==> src/rtl/mult_arbiter_if.sv <==
// mult_arbiter_if: request/response/multiplier bus of mult_arbiter (slave = arbiter side, master = requester/multiplier side)
interface mult_arbiter_if #(
  parameter int W = 5,
  parameter int CNT_W = 8
);
  logic req0_valid, req0_ready, req1_valid, req1_ready;
  logic [W-1:0] req0_a, req0_b, req1_a, req1_b;
  logic resp0_valid, resp0_ready, resp0_ovf, resp1_valid, resp1_ready, resp1_ovf;
  logic [W-1:0] resp0_out, resp1_out;
  logic [W-1:0] mult_a, mult_b, mult_out;
  logic mult_ovf, busy;
  logic [CNT_W-1:0] ops_done;
  modport slave (
    input req0_valid, req0_a, req0_b, req1_valid, req1_a, req1_b,
    input resp0_ready, resp1_ready, mult_out, mult_ovf,
    output req0_ready, req1_ready, resp0_valid, resp0_out, resp0_ovf,
    output resp1_valid, resp1_out, resp1_ovf, mult_a, mult_b, busy, ops_done
  );
  modport master (
    output req0_valid, req0_a, req0_b, req1_valid, req1_a, req1_b,
    output resp0_ready, resp1_ready, mult_out, mult_ovf,
    input req0_ready, req1_ready, resp0_valid, resp0_out, resp0_ovf,
    input resp1_valid, resp1_out, resp1_ovf, mult_a, mult_b, busy, ops_done
  );
endinterface

==> src/rtl/mult_arbiter.sv <==
// mult_arbiter: round-robin sharing of one multiplier between two valid/ready requesters (clk, async rst, bus: mult_arbiter_if.slave)
module mult_arbiter #(
  parameter int W = 5,
  parameter int CNT_W = 8
) (
  input logic clk,
  input logic rst,
  mult_arbiter_if.slave bus
);
  typedef enum logic [1:0] {IDLE, CALC, HOLD} state_t;
  state_t state;
  logic owner, gptr, sel, go, done, ovf;
  logic [W-1:0] a, b, res;
  logic [CNT_W-1:0] ops;
  always_comb begin
    sel = (bus.req0_valid && bus.req1_valid) ? ~gptr : bus.req1_valid;
    go = !rst && state == IDLE && (bus.req0_valid || bus.req1_valid);
    done = state == HOLD && (owner ? bus.resp1_ready : bus.resp0_ready);
  end
  always_ff @(posedge clk or posedge rst) begin
    if (rst) begin
      state <= IDLE;
      owner <= 1'b0;
      gptr <= 1'b1;
      a <= '0;
      b <= '0;
      res <= '0;
      ovf <= 1'b0;
      ops <= '0;
    end else if (go) begin
      a <= sel ? bus.req1_a : bus.req0_a;
      b <= sel ? bus.req1_b : bus.req0_b;
      owner <= sel;
      state <= CALC;
    end else if (state == CALC) begin
      res <= bus.mult_out;
      ovf <= bus.mult_ovf;
      state <= HOLD;
    end else if (done) begin
      gptr <= owner;
      ops <= ops + CNT_W'(1);
      state <= IDLE;
    end
  end
  assign bus.req0_ready = go && !sel;
  assign bus.req1_ready = go && sel;
  assign bus.resp0_valid = state == HOLD && !owner;
  assign bus.resp1_valid = state == HOLD && owner;
  assign bus.resp0_out = res;
  assign bus.resp1_out = res;
  assign bus.resp0_ovf = ovf;
  assign bus.resp1_ovf = ovf;
  assign bus.mult_a = a;
  assign bus.mult_b = b;
  assign bus.busy = state != IDLE;
  assign bus.ops_done = ops;
endmodule

==> src/flat_wrapper.sv <==
// flat-port wrapper written by rule: the top's interface ports become plain ports
module mult_arbiter_flat 
#(
  parameter int W = 5,
  parameter int CNT_W = 8
)
  (clk, rst, bus_req0_valid, bus_req0_a, bus_req0_b, bus_req1_valid, bus_req1_a, bus_req1_b, bus_resp0_ready, bus_resp1_ready, bus_mult_out, bus_mult_ovf, bus_req0_ready, bus_req1_ready, bus_resp0_valid, bus_resp0_out, bus_resp0_ovf, bus_resp1_valid, bus_resp1_out, bus_resp1_ovf, bus_mult_a, bus_mult_b, bus_busy, bus_ops_done);
  mult_arbiter_if #(.W(W), .CNT_W(CNT_W)) bus_i ();
  input logic clk;
  input logic rst;
  input wire logic [$bits(bus_i.req0_valid)-1:0] bus_req0_valid;
  input wire logic [$bits(bus_i.req0_a)-1:0] bus_req0_a;
  input wire logic [$bits(bus_i.req0_b)-1:0] bus_req0_b;
  input wire logic [$bits(bus_i.req1_valid)-1:0] bus_req1_valid;
  input wire logic [$bits(bus_i.req1_a)-1:0] bus_req1_a;
  input wire logic [$bits(bus_i.req1_b)-1:0] bus_req1_b;
  input wire logic [$bits(bus_i.resp0_ready)-1:0] bus_resp0_ready;
  input wire logic [$bits(bus_i.resp1_ready)-1:0] bus_resp1_ready;
  input wire logic [$bits(bus_i.mult_out)-1:0] bus_mult_out;
  input wire logic [$bits(bus_i.mult_ovf)-1:0] bus_mult_ovf;
  output wire logic [$bits(bus_i.req0_ready)-1:0] bus_req0_ready;
  output wire logic [$bits(bus_i.req1_ready)-1:0] bus_req1_ready;
  output wire logic [$bits(bus_i.resp0_valid)-1:0] bus_resp0_valid;
  output wire logic [$bits(bus_i.resp0_out)-1:0] bus_resp0_out;
  output wire logic [$bits(bus_i.resp0_ovf)-1:0] bus_resp0_ovf;
  output wire logic [$bits(bus_i.resp1_valid)-1:0] bus_resp1_valid;
  output wire logic [$bits(bus_i.resp1_out)-1:0] bus_resp1_out;
  output wire logic [$bits(bus_i.resp1_ovf)-1:0] bus_resp1_ovf;
  output wire logic [$bits(bus_i.mult_a)-1:0] bus_mult_a;
  output wire logic [$bits(bus_i.mult_b)-1:0] bus_mult_b;
  output wire logic [$bits(bus_i.busy)-1:0] bus_busy;
  output wire logic [$bits(bus_i.ops_done)-1:0] bus_ops_done;
  assign bus_i.req0_valid = bus_req0_valid;
  assign bus_i.req0_a = bus_req0_a;
  assign bus_i.req0_b = bus_req0_b;
  assign bus_i.req1_valid = bus_req1_valid;
  assign bus_i.req1_a = bus_req1_a;
  assign bus_i.req1_b = bus_req1_b;
  assign bus_i.resp0_ready = bus_resp0_ready;
  assign bus_i.resp1_ready = bus_resp1_ready;
  assign bus_i.mult_out = bus_mult_out;
  assign bus_i.mult_ovf = bus_mult_ovf;
  assign bus_req0_ready = bus_i.req0_ready;
  assign bus_req1_ready = bus_i.req1_ready;
  assign bus_resp0_valid = bus_i.resp0_valid;
  assign bus_resp0_out = bus_i.resp0_out;
  assign bus_resp0_ovf = bus_i.resp0_ovf;
  assign bus_resp1_valid = bus_i.resp1_valid;
  assign bus_resp1_out = bus_i.resp1_out;
  assign bus_resp1_ovf = bus_i.resp1_ovf;
  assign bus_mult_a = bus_i.mult_a;
  assign bus_mult_b = bus_i.mult_b;
  assign bus_busy = bus_i.busy;
  assign bus_ops_done = bus_i.ops_done;
  mult_arbiter #(.W(W), .CNT_W(CNT_W)) u_core (.clk(clk), .rst(rst), .bus(bus_i));
endmodule
==> config.mk <==
export PLATFORM = sky130hd
export DESIGN_NAME = mult_arbiter_flat
export DESIGN_NICKNAME = d
export VERILOG_FILES = /design/src/rtl/mult_arbiter_if.sv /design/src/rtl/mult_arbiter.sv /design/src/flat_wrapper.sv
export SDC_FILE = /design/constraint.sdc
export NUM_CORES = 1
export LEC_CHECK = 0
export CAP_MARGIN = 20
export CORE_ASPECT_RATIO = 0.9
export CORE_MARGIN = 4
export CORE_UTILIZATION = 61
export CTS_CLUSTER_SIZE = 25
export DETAILED_ROUTE_END_ITERATION = 10
export DONT_BUFFER_PORTS = 1
export PLACE_DENSITY_LB_ADDON = 0.3
export SETUP_SLACK_MARGIN = 0.3
export SLEW_MARGIN = 20
export SYNTH_ARGS = -nofsm -noshare
export SYNTH_HDL_FRONTEND = slang
export SYNTH_SLANG_ARGS = --single-unit
==> constraint.sdc <==
create_clock -name clk -period 1.7 [get_ports clk]
set_input_delay 0.425 -clock clk [delete_from_list [all_inputs] [get_ports clk]]
set_output_delay 0.425 -clock clk [all_outputs]
set_load 0.02 [all_outputs]
==> results list <==
* Status: complete, but fails checks
- The checks that failed: setup timing.
- The first TritonRoute pass finished after 3 iterations.
- The final layout contains about 150 nets.
- Endpoint arrival time on the critical path: 1430 ps
* Primary FF master, synth: dfrtp_1
- The cell area that synthesis handed to floorplanning was between 1000 and 1500 sq um.
- Routed length per instance: 20.19 um
- Synthesis produced roughly 100 cells.
* Share of final-layout standard cells stronger than drive strength 1: between 60% and 70%
- Overall Power: approximately 3.6 mW
- CTS built an H-tree with a depth of 1.
* CP required: 1270 ps
- STA classifies the critical path endpoint as a primary output.
- DRC violation total after the first TritonRoute iteration: 9
* Clock tree from TritonCTS: yes
* Antenna Nets Post-Route: 0
- Slew headroom: between 70% and 80%
- Combinational cells account for 36.7% of the total power.
- Final number of max-transition violations: 0
- Most frequently used cell type in the post-synthesis netlist: mux2_2
- For this block, the via count after detailed routing is about 840.
- Insertion delay of the later-clocked pin in the worst-skew pair: 330 ps
* Count of different cell masters after synthesis: 27
- The share of the Yosys chip area taken by registers is between 50 and 60%.
* Overall global routing resource usage: approximately a fifth
* Number of flip-flops and latches in the synthesized netlist: 28
- Summed over all nets, the switching power comes to around 1.5 mW.
- Power Dens Cells: ~2100 nW/um^2
* HPWL Detailed: 1906 um
- Unrepaired setup endpoints after global routing: true
* Leak: around 0.7 nW
* Via count of the first global-routing pass: approximately 900
- Minimum clock period: roughly 1900 ps
- Leading area contributor after synthesis: dfrtp_1
* Critical path class: reg -> out
* Final-layout setup total negative slack: -303.1 ps
- Compared with the post-synthesis result, the final layout area differs by 22.82%.
* Total number of placement rows: 15
* Buffers from clock root to sink, at most: 2
- During placement, the flow inserted port buffers numbering 0.
- Pint: approximately 2.0 mW
* Maximum vdd ir drop: 1.516 mV
- Final global-route overflow total: 0
- The top cell type by area accounts for ~50% of the synthesized area.
- The clock arrives with ~5.5 ps of skew.
* Power share of the sequential group: 51.3%
- After detailed placement, the design holds a cell count of approximately 130.
* Hold Violations, Final: 0
* TritonCTS Sinks: 28
- Die ar.: between 3000 and 4000 sq um
- Root buffer selected by CTS: clkbuf_4
- In the synthesized netlist the async set-or-reset flop fraction comes to between 90% and 100%.
* Core Footprint: about 2000 sq um
- Per-cell via count in the routed design: between 5 and 6
- Averaged over all synthesized cells, the footprint is between 10 and 15 sq um.
* Post-CTS clock slew at the launch and capture registers of the worst setup and hold paths: ~140 ps
- F_max: roughly 0.54 GHz
* Nature of the critical path startpoint: register
- The clock network burns a little under an eighth of the power.
* Final Non-Filler Cells: 140
* Critical Path Fanout Max: 12
* Final wirelength: 2826 um
* Most frequent cells after synthesis: mux2_2, dfrtp_1, xor2_1, buf_4, nor3_1
- Crit path setup slack, layout: -153.6 ps
* Number of buffers created by CTS: 3
- The congestion estimate from routability-driven global placement came to about 0.72.
- At the end of the flow the core is filled with cells to about 82%.
- Number of placed I/O pins: 67
- Number of remaining DRC errors: 0
* Global-route wire length before repair: between 4000 and 5000 um
- Once the floorplan was initialized, standard cells occupied around two thirds of the core.
- Height of the chip: 52.61 um
- Worst Max-Slew Pin Slew: 324.0 ps
- In this run the worst hold path is classified as in -> reg.
- Entering global routing, the biggest net connects 19 pins.
- Syn_nets: between 100 and 150
- Yosys attributes the largest share of cell area to dfrtp_1, mux2_2, xor2_1, buf_4, dfstp_2.
* Max-cap violations: 0
- X dimension of the die: between 50 and 60 um
* Worst Hold Slack: roughly 240 ps
* Finish-stage setup viols: 2
* EDFF count, synth: 0
- In this run switching power makes up 43.41% of total power.
* Inserted Diodes: 0
- Initial antenna violation count: 0
* Portion of the clock cycle consumed by the worst path in the final layout: 109.0%
- Synth Warn #: 0
## power by group through the flow
stage	Combinational (mW)	Clock, mW	Sequential (mW)
after floorplan	0.921	0	1.63
after global placement	0.879	0	1.79
after detailed placement	0.922	0	1.80
after CTS	1.16	0.437	1.80
after global routing	1.41	0.469	1.88
final	1.30	0.428	1.82
## flip-flops by register name, summed over array words and instances, names as in the netlist
| name | count |
|---|---|
| u_core.owner | 1 |
| u_core.bus.mult_a | 5 |
| u_core.bus.resp0_out | 5 |
| u_core.bus.mult_b | 5 |
| u_core.bus.ops_done | 8 |
| u_core.state | 2 |
| u_core.bus.resp0_ovf | 1 |
| u_core.gptr | 1 |
## cells in the final DEF (no fill, tap or decap), drive strengths merged
| master | synthesis | layout |
|---|---|---|
| dfstp | 1 | 1 |
| mux2i | 1 | 1 |
| and2 | 1 | 1 |
| nand2 | 1 | 1 |
| clkbuf | 1 | 3 |
| nor3 | 5 | 5 |
| inv | 2 | 2 |
| bufinv | 0 | 1 |
| mux2 | 29 | 29 |
| nor4 | 2 | 2 |
| dlygate4sd3 | 0 | 1 |
| nand2b | 1 | 1 |
| nor2b | 2 | 2 |
| nor3b | 1 | 1 |
| buf | 8 | 18 |
| a21o | 1 | 1 |
| ha | 1 | 1 |
| nand4b | 1 | 1 |
| nand3 | 3 | 3 |
| a21boi | 1 | 1 |
| or2 | 1 | 1 |
| dfrtp | 27 | 27 |
| nor2 | 4 | 4 |
| xor2 | 7 | 7 |
## metrics by stage
step	worst slack, ps	cell area [sq um]
3_5_place_dp	132.8	1411
5_1_grt	-224.9	1657
3_3_place_gp	166.5	1411
4_1_cts	-164.6	1580
6_report	-153.6	1657
2_1_floorplan	0.3243	1360
## area by class of cell
cell class,count,area [sq um]
fillers,114,351.6
repair buffers,19,187.7
well taps,25,31.28
clock inverters,1,30.03
inverters,2,7.507
flip-flops and latches,28,715.7
multi-input cells,62,661.9
clock buffers,3,22.52
## kinds of logic (layout without fill, tap and decap cells)
family,Yosys count,in the layout,share of synthesized area [%]
muxes,30,30,25.23
DFF,28,28,52.04
and+or+nand+nor,22,22,10.48
buffers and inverters,11,25,5.380
xor gates and xnor gates,7,7,4.546
AOI/OAI and AO/OA,2,2,1.392
adders and majority gates,1,1,0.9275
## repair_timing
action	4_1_cts	5_1_grt
pin swaps	6	5
hold buffers	1	0
setup buffers	6	2
endpoints found under the hold margin	10	0
setup endpoints to repair	18	34
resized for setup	14	21
## final timing paths
kind / startpoint / cells after the start / to / slack [ps]
worst max-delay path: u_core.gptr / 4 / bus_req0_ready / -150
worst min register to register: u_core.bus.ops_done[3] / 1 / u_core.bus.ops_done[3] / 590
worst min-delay path: bus_mult_out[4] / 1 / u_core.bus.resp0_out[4] / 240
min in group asynchronous: rst / 3 / u_core.bus.mult_a[3] / 550
max in group asynchronous: rst / 3 / u_core.gptr / 860
worst max register to register: u_core.state[0] / 4 / u_core.bus.mult_b[2] / 170
## routing by layer
metal / vias to the layer above / share of wire [%] / GRT usage, % / wire [um]
li1: 373 / - / - / -
met1: 417 / 35 / 22.26 / 978
met2: 42 / 53 / 31.95 / 1506
met3: 6 / 11 / 9.606 / 303
met4: 0 / 1.3 / 6.950 / 37
met5: - / 0 / 0 / 0
## critical path, cell delays in order, from the launching register on
cell      delay (ps)
dfstp_2          570
a21boi_2          80
buf_12           150
nor4_2           120
buf_4            180
Note: power is estimated with default switching activity, not from simulation.
